$ cat config.mk
export PLATFORM = sky130hd
export DESIGN_NAME = modport_lane_bank
export DESIGN_NICKNAME = d
export VERILOG_FILES = /design/src/rtl/modport_lane_pkg.sv /design/src/rtl/modport_lane.sv /design/src/rtl/modport_lane_bank.sv
export SDC_FILE = /design/constraint.sdc
export NUM_CORES = 1
export LEC_CHECK = 0
export BUFFER_PORTS_ARGS = -buffer_cell sky130_fd_sc_hd__clkbuf_2
export CAP_MARGIN = 20
export CORE_AREA = 2 2 39 41
export DETAILED_ROUTE_END_ITERATION = 10
export DIE_AREA = 0 0 41 43
export GPL_TIMING_DRIVEN = 0
export SYNTH_ARGS = -nofsm -noshare
export SYNTH_HDL_FRONTEND = slang
export SYNTH_SLANG_ARGS = --single-unit
$ cat constraint.sdc
create_clock -name clk -period 1.3 [get_ports clk]
set_input_delay 0.26 -clock clk [delete_from_list [all_inputs] [get_ports clk]]
set_output_delay 0.26 -clock clk [all_outputs]
set_load 0.02 [all_outputs]
$ cat src/rtl/modport_lane_pkg.sv
// Shared types and helpers for the modport lane bank.
// Lane view encoding, the view function and the register reset value.
package modport_lane_pkg;

    typedef enum logic {
        MP_VIEW_A = 1'b0,
        MP_VIEW_B = 1'b1
    } mp_view_e;

    localparam logic MP_RST_VAL = 1'b0;

    // View A sees the inverted input, view B sees it unchanged.
    function automatic logic lane_view(mp_view_e sel, logic i);
        return (sel == MP_VIEW_B) ? i : ~i;
    endfunction

endpackage

$ cat src/rtl/modport_lane.sv
// One registered lane: view, flip and field routing.
// A lanes drive v, B lanes drive o; the other field is held at 0.
module modport_lane
    import modport_lane_pkg::*;
(
    input  logic     clk,
    input  logic     rst,
    input  logic     en,
    input  logic     i,
    input  mp_view_e view_sel,
    input  logic     flip,
    output logic     i_view,
    output logic     v,
    output logic     o
);

    logic iv_d, iv_q;
    logic v_d, v_q;
    logic o_d, o_q;
    logic drv;

    // Next state: view of the input, flipped, routed to one field.
    always_comb begin
        iv_d = lane_view(view_sel, i);
        drv  = iv_d ^ flip;
        v_d  = MP_RST_VAL;
        o_d  = MP_RST_VAL;
        if (view_sel == MP_VIEW_A) begin
            v_d = drv;
        end else begin
            o_d = drv;
        end
    end

    // Registers: reset wins, otherwise load only when enabled.
    always_ff @(posedge clk) begin
        if (rst) begin
            iv_q <= MP_RST_VAL;
            v_q  <= MP_RST_VAL;
            o_q  <= MP_RST_VAL;
        end else if (en) begin
            iv_q <= iv_d;
            v_q  <= v_d;
            o_q  <= o_d;
        end
    end

    assign i_view = iv_q;
    assign v      = v_q;
    assign o      = o_q;

endmodule

$ cat src/rtl/modport_lane_bank.sv
// Bank of WIDTH registered lanes with concatenated and sliced drive.
// Optional per-update lane trace under MODPORT_LANE_TRACE_EN.
module modport_lane_bank
    import modport_lane_pkg::*;
#(
    parameter int               WIDTH    = 3,
    parameter logic [WIDTH-1:0] FLIP     = 3'b011,
    parameter logic [WIDTH-1:0] SEL      = 3'b000,
    parameter int               SLICE_HI = 2,
    parameter int               SLICE_LO = 0
) (
    input  logic                     clk,
    input  logic                     rst,
    input  logic                     en,
    input  logic [WIDTH-1:0]         i_in,
    output logic [WIDTH-1:0]         i_view,
    output logic [WIDTH-1:0]         v_out,
    output logic [WIDTH-1:0]         o_out,
    output logic [WIDTH-1:0]         drive_concat,
    output logic [SLICE_HI-SLICE_LO:0] slice_out
);

    if (WIDTH < 1) begin : g_bad_width
        $fatal(1, "modport_lane_bank: WIDTH must be >= 1");
    end

    if (SLICE_LO < 0 || SLICE_HI < SLICE_LO || SLICE_HI > WIDTH - 1)
    begin : g_bad_slice
        $fatal(1, "modport_lane_bank: illegal SLICE range");
    end

    for (genvar k = WIDTH - 1; k >= 0; k--) begin : g_lane
        modport_lane u_lane (
            .clk      (clk),
            .rst      (rst),
            .en       (en),
            .i        (i_in[k]),
            .view_sel (mp_view_e'(SEL[k])),
            .flip     (FLIP[k]),
            .i_view   (i_view[k]),
            .v        (v_out[k]),
            .o        (o_out[k])
        );
    end

    assign drive_concat = (v_out & ~SEL) | (o_out & SEL);
    assign slice_out    = drive_concat[SLICE_HI:SLICE_LO];

`ifdef MODPORT_LANE_TRACE_EN
    initial begin
        $display("modport_lane_bank WIDTH=%0d SEL=%b FLIP=%b",
                 WIDTH, SEL, FLIP);
    end

    // Trace the settled lane registers after every update edge.
    always @(posedge clk) begin
        if (!rst && en) begin
            for (int k = WIDTH - 1; k >= 0; k--) begin
                $strobe("L%0d i = %b, v = %b, o = %b",
                        k, i_view[k], v_out[k], o_out[k]);
            end
        end
    end
`endif

endmodule

# After elaboration in Yosys (flattened, before gate mapping)
# Index checks and enable logic that the tools add are counted.
# word_totals
n_memories	0
latchBits	0
in_bits	6
mem_bits_rw	0
mem_bits_ro	0
wordCells	8
ff_bits	5
# classes
n_shift	0
n_reduce_logical	0
magnitude_cmp	0
bitwise	3
div	0
n_eq_ne	0
n_mux	0
n_addsub	0
n_mul	0
# op_table
cell	n
1-bit inverter	3

# Logic depth before layout (Yosys ltp)
# depth
depth_word	1
mapped_depth	3
mapped_depth_nobuf	2

# Cells and area by module
# A second synthesis with hierarchy kept.
# unflattened
cells_unflattened	50
hier_area_um2	473.0
# modules_own_cells
module	area_each_um2	seq_area_each_um2	n_inst	cells_each
modport_lane	140.1	60.1	3	14
modport_lane_bank	52.6	0.0	1	8

# Least setup slack after synthesis
# OpenSTA, ideal clock, no wires.
# synth_timing
path_type	flip-flop to output port
start	reg g_lane[2].u_lane.i_view (netlist name)
end	out drive_concat[2]
stages_incl_launch_ff	2
arrival_time_ns	0.527
slack_ns	0.513
n_path_buf	1
required_time_ns	1.040
path_cell_list	dfxtp_1 -> buf_4
# synth_rtl
element	line_no	source
end, declared	modport_lane_bank.sv:19	output logic [WIDTH-1:0] drive_concat,

# Worst setup path in the final report
# layout_timing
start	reg g_lane[2].u_lane.iv_q
end	out i_view[2]
# layout_rtl
element	line_no	source
start, declared	modport_lane.sv:17	logic iv_d, iv_q;
start signal, assigned	modport_lane.sv:42	iv_q <= iv_d;
end, declared	modport_lane_bank.sv:16	output logic [WIDTH-1:0] i_view,
# No word-level cell between the ends.

==> summary.md <==
| Metric | Value |
|---|---|
| Final Core Density | `a little under a third` |
| RSZ-0062 raised after global routing | `no` |
| Post-synthesis sequential area ratio | `around a third` |
| Final Hold Vio Count | `0` |
| Post-cts hold buffer count | `0` |
| Inserted Clock Buffers | `3` |
| Syn_area_per_cell | `9.58 µm²` |
| Core Rows | `14` |
| Worst-path maximum fanout | `5` |
| Cells after DPL | `66` |
| Initial antenna violation count | `0` |
| Vias/cell | `3.47` |
| P&R area growth vs syn | `43.7%` |
| Distinct cells, synth | `8` |
| Via Count | `between 200 and 250` |
| Cell Area, Placed | `414 µm²` |
| Die W | `41 µm` |
| Status | `finished clean` |
| CP peak stage delay | `about 0.4 ns` |
| H-tree Lvls | `1` |
| Post_cts resized | `0` |
| Cells along the critical path | `buf_4, clkbuf_2` |
| Die ar. | `between 0.0015 and 0.002 mm²` |
| Worst-case clock skew | `0 ns` |
| Slew Viols, Final | `0` |
| Global-route wire length before repair | `841 µm` |
| Leak | `between 0.2 and 0.25 nW` |
| Die Y | `around 43 µm` |
| Clk Latency, worst-skew pair | `roughly 0.24 ns` |
| WL per Instance | `roughly 7.0 µm` |
| Min Tclk post-route | `~1.2 ns` |
| CTS Buffer Depth | `2` |
| Seq. cell area | `100 µm²` |
| Pre-CTS setup slack | `~0.37 ns` |
| Port bufs | `16` |
| Hold WC Path Type | `in2reg` |
| Fin nets | `between 60 and 70` |
| Final Setup Violations | `0` |
| Vias in the first global route | `about 230` |
| Pin count of the biggest net entering global routing | `9` |
| I/O pin total | `21` |
| N_diodes | `0` |
| Setup_tns | `0 ns` |
| Synth Warn # | `0` |
| Post-Synthesis Cells | `32` |
| Core Region | `between 0.001 and 0.0015 mm²` |
| Drt first pass iters | `2` |
| CTS clk-pin slew, worst paths | `around 0.040 ns` |
| #FFs+latches synth | `5` |
| Worst EP arrival | `approximately 0.92 ns` |
| Initial drt markers | `4` |
| Fin area | `440 µm²` |
| DRT antenna net count | `0` |
| Max-cap violations | `0` |
| Required @ worst endpoint | `roughly 1.0 ns` |
| RR Startpoint | `g_lane[2].u_lane.i_view` |
| Min-Delay Path Depth | `2` |
| Layout cells sized above 1 | `about 72%` |
| Synthesized area | `between 300 and 400 µm²` |
| CTS Root Cell | `clkbuf_4` |
| Worst setup EP type | `output port` |
| Most frequent cells in the layout | `clkbuf_2, buf_4, dfxtp_1` |
| Post-route insts no fill | `70` |
| Setup bufs post-CTS | `0` |
| Multi-input logic area | `90.1 µm²` |
| Worst R2R Path Depth | `2` |
| Effective utilization at floorplan | `22.2%` |
| Grt total ovfl | `0` |
| CTS Sinks | `5` |
| Total Routing Usage GR | `around 7.4%` |
| Leading cell type in the layout, fill and taps excluded | `clkbuf_2` |
| FILL cells | `153` |
| Hold Crit Start | `i_in[2]` |
| Fmax | `between 800 and 900 MHz` |
| Peak supply drop | `roughly 300 µV` |
| DR DRC count | `0` |
| PD cells | `around 1100 mW/mm²` |
| Slowest CP cell | `dfxtp_1` |
| Total Routed Length | `around 500 µm` |
| Gpl congestion | `between 0.6 and 0.7` |
| TritonCTS clock tree | `done` |
| Crit start category | `flip-flop` |
| Crit Path Category | `reg2out` |
| Critical Path Start | `g_lane[2].u_lane.i_view` |
| Final period util | `90.5%` |
| Final setup margin | `about 0.12 ns` |
[routing by layer]
layer  share of wire, %  track usage (%)  vias up
met5                  0                0        -
met2                 55             8.44        8
met3                8.0             4.71        0
met4                  0             6.00        0
li1                   -                -      128
met1                 37             9.29      107
[through the flow]
stage | hold WS [ns] | power, W
2_1_floorplan | 0.325 | 0.000274
3_3_place_gp | 0.460 | 0.000306
3_5_place_dp | 0.463 | 0.000308
4_1_cts | 0.211 | 0.000490
5_1_grt | 0.216 | 0.000515
6_report | 0.215 | 0.000481
[cells in the mapped netlist]
cell type	instances	share of area, %
nor2_2	1	2.0
buf_4	15	37
conb_1	1	1.2
a211oi_2	3	12
buf_6	1	3.7
dfxtp_1	5	33
mux2i_1	2	6.5
nor2_1	4	4.9
[kinds of logic (layout without fill, tap and decap cells)]
group | after synthesis | count (layout) | share of synthesized area [%]
muxes | 2 | 2 | 6.53
DFF | 5 | 5 | 32.7
and+or+nand+nor | 5 | 5 | 6.94
other | 1 | 3 | 1.22
buffers and inverters | 16 | 36 | 40.4
AOI/OAI and AO/OA | 3 | 3 | 12.2
[critical path, delay by kind of cell (launching register included)]
kind / cells / cell delay [ns]
buffers and inverters: 2 / 0.28
flip-flops: 1 / 0.40
[path summary, 6_finish.rpt]
check                            endpoint  slack (ns)
hold reg to reg   g_lane[0].u_lane.i_view        0.50
hold / removal    g_lane[2].u_lane.i_view        0.22
setup / recovery                i_view[2]        0.12
setup reg to reg  g_lane[2].u_lane.i_view        0.61
[area by class of cell]
class                      instances  area share, %
sequential                         5           22.7
tap                               16           4.55
multi-input combinational         13           20.5
timing repair buffer              16           18.2
buffer                            16           28.1
clock buffer                       4           5.97
[registers in the layout, indices dropped and copies added (netlist names)]
signal	cells
g_lane.u_lane.v	2
g_lane.u_lane.i_view	3
[power by group]
group / switching [W] / internal [W] / total [W]
sequential: 0.00000818 / 0.000164 / 0.000172
clock: 0.0000609 / 0.000116 / 0.000177
combinational: 0.0000672 / 0.0000643 / 0.000131
total: 0.000136 / 0.000344 / 0.000481
Note: power is estimated with default switching activity, not from simulation.
